## src/rtl/register_file_param.sv

```systemverilog
// Parametrised N-read / 1-write flop-based register file with write-to-read
// bypass and a hardware clear sequencer. It sits between writeback and decode.
// rf_read_port is one combinational read lane; the top replicates it N_READ times.

module rf_read_port #(
  parameter int DATA_W   = 32,
  parameter int ADDR_W   = 5,
  parameter int ZERO_REG = 1
) (
  input  logic                                busy,
  input  logic [ADDR_W-1:0]                   rd_addr,
  input  logic                                wr_ena,
  input  logic [ADDR_W-1:0]                   wr_addr,
  input  logic [DATA_W-1:0]                   wr_data,
  input  logic [(1<<ADDR_W)-1:0][DATA_W-1:0]  mem,
  output logic [DATA_W-1:0]                   rd_data
);

  // Priority: clear window, hardwired zero, same-cycle writeback, stored entry
  always_comb begin
    rd_data = mem[rd_addr];
    if (busy)
      rd_data = '0;
    else if ((ZERO_REG != 0) && (rd_addr == '0))
      rd_data = '0;
    else if (wr_ena && (rd_addr == wr_addr))
      rd_data = wr_data;
  end

endmodule

module register_file_param #(
  parameter int DATA_W   = 32,
  parameter int ADDR_W   = 5,
  parameter int N_READ   = 2,
  parameter int ZERO_REG = 1
) (
  input  logic                       clk,
  input  logic                       rst,
  input  logic                       clr_req,
  output logic                       busy,
  input  logic                       wr_ena,
  input  logic [ADDR_W-1:0]          wr_addr,
  input  logic [DATA_W-1:0]          wr_data,
  input  logic [N_READ*ADDR_W-1:0]   rd_addr,
  output logic [N_READ*DATA_W-1:0]   rd_data
);

  localparam int                DEPTH = 1 << ADDR_W;
  // Entry 0 never needs clearing when it is hardwired to zero
  localparam logic [ADDR_W-1:0] FIRST = (ZERO_REG != 0) ? ADDR_W'(1) : '0;
  localparam logic [ADDR_W-1:0] LAST  = ADDR_W'(DEPTH - 1);

  typedef enum logic {S_CLEAR, S_IDLE} state_t;

  state_t                         state;
  logic [ADDR_W-1:0]              clr_ptr;
  logic [DEPTH-1:0][DATA_W-1:0]   mem;
  logic                           wr_commit;

  // busy comes straight off the state flop so it reads 1 the moment rst rises
  assign busy = (state == S_CLEAR);

  // Writes are dropped during clear; entry 0 writes vanish when hardwired
  assign wr_commit = wr_ena && !busy && !((ZERO_REG != 0) && (wr_addr == '0));

  // Clear sequencer: walk FIRST..DEPTH-1 once, then idle until clr_req
  always_ff @(posedge clk or posedge rst) begin
    if (rst) begin
      state   <= S_CLEAR;
      clr_ptr <= FIRST;
    end else begin
      case (state)
        S_CLEAR: begin
          // Pointer parks at LAST rather than wrapping; clr_req is ignored here
          if (clr_ptr == LAST) state <= S_IDLE;
          else                 clr_ptr <= clr_ptr + ADDR_W'(1);
        end
        S_IDLE: begin
          if (clr_req) begin
            state   <= S_CLEAR;
            clr_ptr <= FIRST;
          end
        end
        default: begin
          state   <= S_CLEAR;
          clr_ptr <= FIRST;
        end
      endcase
    end
  end

  // Storage has no reset; the sequencer is the only thing that initialises it
  always_ff @(posedge clk) begin
    if (busy)
      mem[clr_ptr] <= '0;
    else if (wr_commit)
      mem[wr_addr] <= wr_data;
  end

  // One independent read lane per port
  for (genvar g = 0; g < N_READ; g++) begin : g_rd
    rf_read_port #(
      .DATA_W   (DATA_W),
      .ADDR_W   (ADDR_W),
      .ZERO_REG (ZERO_REG)
    ) u_rd (
      .busy    (busy),
      .rd_addr (rd_addr[g*ADDR_W +: ADDR_W]),
      .wr_ena  (wr_ena),
      .wr_addr (wr_addr),
      .wr_data (wr_data),
      .mem     (mem),
      .rd_data (rd_data[g*DATA_W +: DATA_W])
    );
  end

endmodule

```

## config.mk

```make
export PLATFORM = sky130hd
export DESIGN_NAME = register_file_param
export DESIGN_NICKNAME = d
export VERILOG_FILES = /design/src/rtl/register_file_param.sv
export SDC_FILE = /design/constraint.sdc
export NUM_CORES = 2
export LEC_CHECK = 0
export CORE_UTILIZATION = 55
export DETAILED_ROUTE_END_ITERATION = 7
export PLACE_DENSITY = 0.7
export SLEW_MARGIN = 20
export SYNTH_ARGS = -nofsm -noshare
export SYNTH_HDL_FRONTEND = slang
export SYNTH_SLANG_ARGS = --single-unit
```

## constraint.sdc

```tcl
create_clock -name clk -period 3.5 [get_ports clk]
set_input_delay 0.525 -clock clk [delete_from_list [all_inputs] [get_ports clk]]
set_output_delay 0.525 -clock clk [all_outputs]
set_load 0.02 [all_outputs]
```

==> impl_metrics.tcl <==
set metrics [dict create \
    syn_inst 4423 \
    initial_utilization 0.557 \
    io_pins 116 \
    relSlewSlack 0.180 \
    crit_fanout 3 \
    htree_levels 3 \
    slowest_delay_ns 0.49 \
    ant_nets 0 \
    p_leak_uw 0.0281 \
    synth_top_area_frac 0.514 \
    hpwl_um 151000 \
    clock_path_buffers 3 \
    slowest_stage "mux4_2" \
    area_growth_pct 18.9 \
    rsz0062_at_grt "false" \
    synth-seq-cells 1030 \
    busiest_layer "met2" \
    use_met2 0.601 \
    synth_nets 4479 \
    fin_ws_ns -0.0535 \
    cp_cell_sequence "mux4_2 -> nand2_1 -> o21ai_1 -> o221ai_2 -> buf_4 -> a41oi_1 -> buf_2" \
    row_count 120 \
    clk_latency_ns 0.76 \
    track_usage 0.430 \
    power_density_nw_per_um2 953 \
    cts_tree "done" \
    drv_cap 0 \
    numPortBuffers 115 \
    die_width_um 332 \
    ir_drop_mv 0.658 \
    synth_area_leaders "edfxtp_1 51%, a22o_1 13%, mux4_2 12%" \
    start_kind "register" \
    place_congestion 0.987 \
    period_share 1.02 \
    drive_gt1_frac 0.266 \
    power_uw 67900 \
    yosys.area.top_type "edfxtp_1" \
    ys_seq_area_frac 0.516 \
    holdBufCountCts 0 \
    clock-sinks 1030 \
    finalSetupViolations 5 \
    critPathKind "register to primary output" \
    finalCriticalPeriod_ns 3.55 \
    slew_viol_final 0 \
    core_um2 108000 \
    ys.flop_type "edfxtp_1" \
    grt-ovfl-total 0 \
    antenna_found_initial 10 \
    arrival_ns 3.03 \
    wl_um 241000 \
    placed_cell_area_um2 67100 \
    violations "design-rule violations, negative setup slack" \
    cts-buffers-inserted 113 \
    avgSynthCellArea_um2 13.5 \
    async_reset_ff_frac 0.00583 \
    dieHeight_um 332 \
    grt_use_met1 0.557 \
    drc 7 \
    min_path_type "input pin to async pin" \
    wl_per_cell_um 39.1 \
    grt_util_met3 0.208 \
    cts-root-buf "clkbuf_16" \
    synth.cell_area_um2 59900 \
    worst_slew_pin_slew_ns 1.23 \
    cp-end-kind "primary output" \
    grt_first_pass_wirelength_um 345000 \
    viasPerCell 8.05 \
    status "complete, but fails checks" \
    fmax_mhz 281 \
    fin_area_um2 71200 \
    crit_required_ns 2.97 \
    nets 4726 \
    skew_ns 0.0289 \
    ys_warn_count 0 \
    firstDrtPassIters 8 \
    hold_violations 0 \
    ys_types 52 \
    via_count 49700 \
    die_area_um2 110000 \
    synth_edf_count 1024 \
    drt_iter0_drc 8357 \
    grt_max_degree 79 \
    grt_pass1_vias 47900 \
    clk_pin_slew_ns 0.07 \
]
per-layer routing:
| metal | up-vias | part of all wire |
|---|---|---|
| met2 | 5253 | 0.41 |
| met3 | 1098 | 0.19 |
| met4 | 14 | 0.064 |
| met5 | - | 0.00072 |
| li1 | 19000 | - |
| met1 | 24400 | 0.33 |
Yosys cell counts (3+ instances only):
cell type	number
edfxtp_1	1024
a22o_1	921
mux2i_1	411
clkbuf_1	396
mux4_2	320
o21ai_0	287
nand2_1	226
a31oi_1	96
o22ai_1	86
o221ai_1	64
buf_2	62
a22oi_1	61
and2_1	54
buf_4	51
nor2b_1	50
mux2_2	44
nor2_1	40
a41oi_1	33
o31ai_1	28
a21oi_1	25
buf_1	25
buf_6	20
nand2b_1	11
xor2_1	9
inv_1	8
o311ai_0	8
nand3_1	7
dfrtp_1	5
ha_1	5
o311ai_1	5
or2_2	4
a211o_1	3
and3_1	3
nand3b_1	3
o221a_1	3
final cells by class:
cell class	instances	area (um^2)
Sequential cell	1030	30900
Tap cell	1403	1760
Antenna cell	2	5.00
Fill cell	7758	36300
Clock inverter	68	793
Clock buffer	142	3000
Timing Repair Buffer	688	6990
Multi-Input combinational cell	2829	27700
Inverter	8	30.0
registers in the layout (all words and copies together), names as in the netlist:
name and cells:
mem 1024, clr_ptr 5, state 1
critical path: cells and delay by family (launching register included):
kind,cells,cell delay [ns]
AOI/OAI and AO/OA,3,0.80
muxes,1,0.49
buffers and inverters,2,0.43
and+or+nand+nor,1,0.16
DFF,1,0.42
power by group:
group / switching, uW / internal [uW]
registers: 4450 / 22700
clock network: 5350 / 7300
logic: 16600 / 11400
total: 26400 / 41400
stage by stage:
step                      setup TNS (ns)  hold slack (ns)  utilization  instances  worst slack (ns)
after floorplan                  -664.60            0.315            -       4423            -0.924
after global placement            -11.79            0.542        0.624       5942            -0.557
after detailed placement          -15.18            0.559        0.624       5944            -0.627
after CTS                              0          0.00906        0.661       6154          0.000739
after global routing                   0           0.0439        0.662       6168           0.00337
final                             -0.109           0.0197        0.662       6170           -0.0535
worst paths after layout:
| kind | from | endpoint | slack [ns] | depth (start not counted) |
|---|---|---|---|---|
| worst max-delay path | mem[1007] | rd_data[47] | -0.05 | 7 |
| worst min-delay path | rst | clr_ptr[4] | 0.02 | 2 |
| worst max register to register | clr_ptr[0] | mem[1] | 0.38 | 6 |
| worst min register to register | clr_ptr[3] | clr_ptr[3] | 0.57 | 1 |
| max in group asynchronous | rst | clr_ptr[0] | 3.22 | 2 |
| min in group clk | clr_req | clr_ptr[4] | 0.45 | 2 |
layout by cell type, fill, tap and decap left out, drive strengths merged, types with 8 or more instances in the layout:
| master | synthesis | routed |
|---|---|---|
| bufinv | 0 | 17 |
| nand2 | 226 | 226 |
| mux2 | 44 | 44 |
| edfxtp | 1024 | 1024 |
| clkbuf | 396 | 149 |
| mux4 | 320 | 320 |
| o311ai | 13 | 13 |
| o221ai | 64 | 64 |
| xor2 | 9 | 9 |
| clkinv | 0 | 44 |
| clkdlybuf4s50 | 0 | 40 |
| a41oi | 33 | 33 |
| a31oi | 96 | 96 |
| mux2i | 411 | 411 |
| nand2b | 11 | 11 |
| dlygate4sd2 | 0 | 45 |
| o31ai | 28 | 28 |
| nor2 | 41 | 41 |
| a22o | 921 | 921 |
| nor2b | 50 | 50 |
| buf | 160 | 587 |
| a21oi | 25 | 25 |
| nand3 | 8 | 8 |
| inv | 8 | 9 |
| o21ai | 288 | 288 |
| a22oi | 61 | 61 |
| and2 | 56 | 56 |
| o22ai | 86 | 86 |
timing repair:
item,in CTS,in global routing
pin swaps,3,8
endpoints found under the hold margin,0,0
setup buffers,0,13
resized for setup,104,41
setup endpoints to repair,62,35
logic make-up after synthesis:
| group | count (synthesis) | share of synthesized area |
|---|---|---|
| XOR/XNOR | 11 | 0.00161 |
| flip-flops | 1030 | 0.516 |
| AND/OR/NAND/NOR | 410 | 0.0318 |
| multiplexers | 775 | 0.197 |
| AO/OA/AOI/OAI | 1628 | 0.209 |
| buffers and inverters | 564 | 0.0427 |
| adder cells (fa/ha/maj) | 5 | 0.00104 |
(Power assumes the default switching activity.)
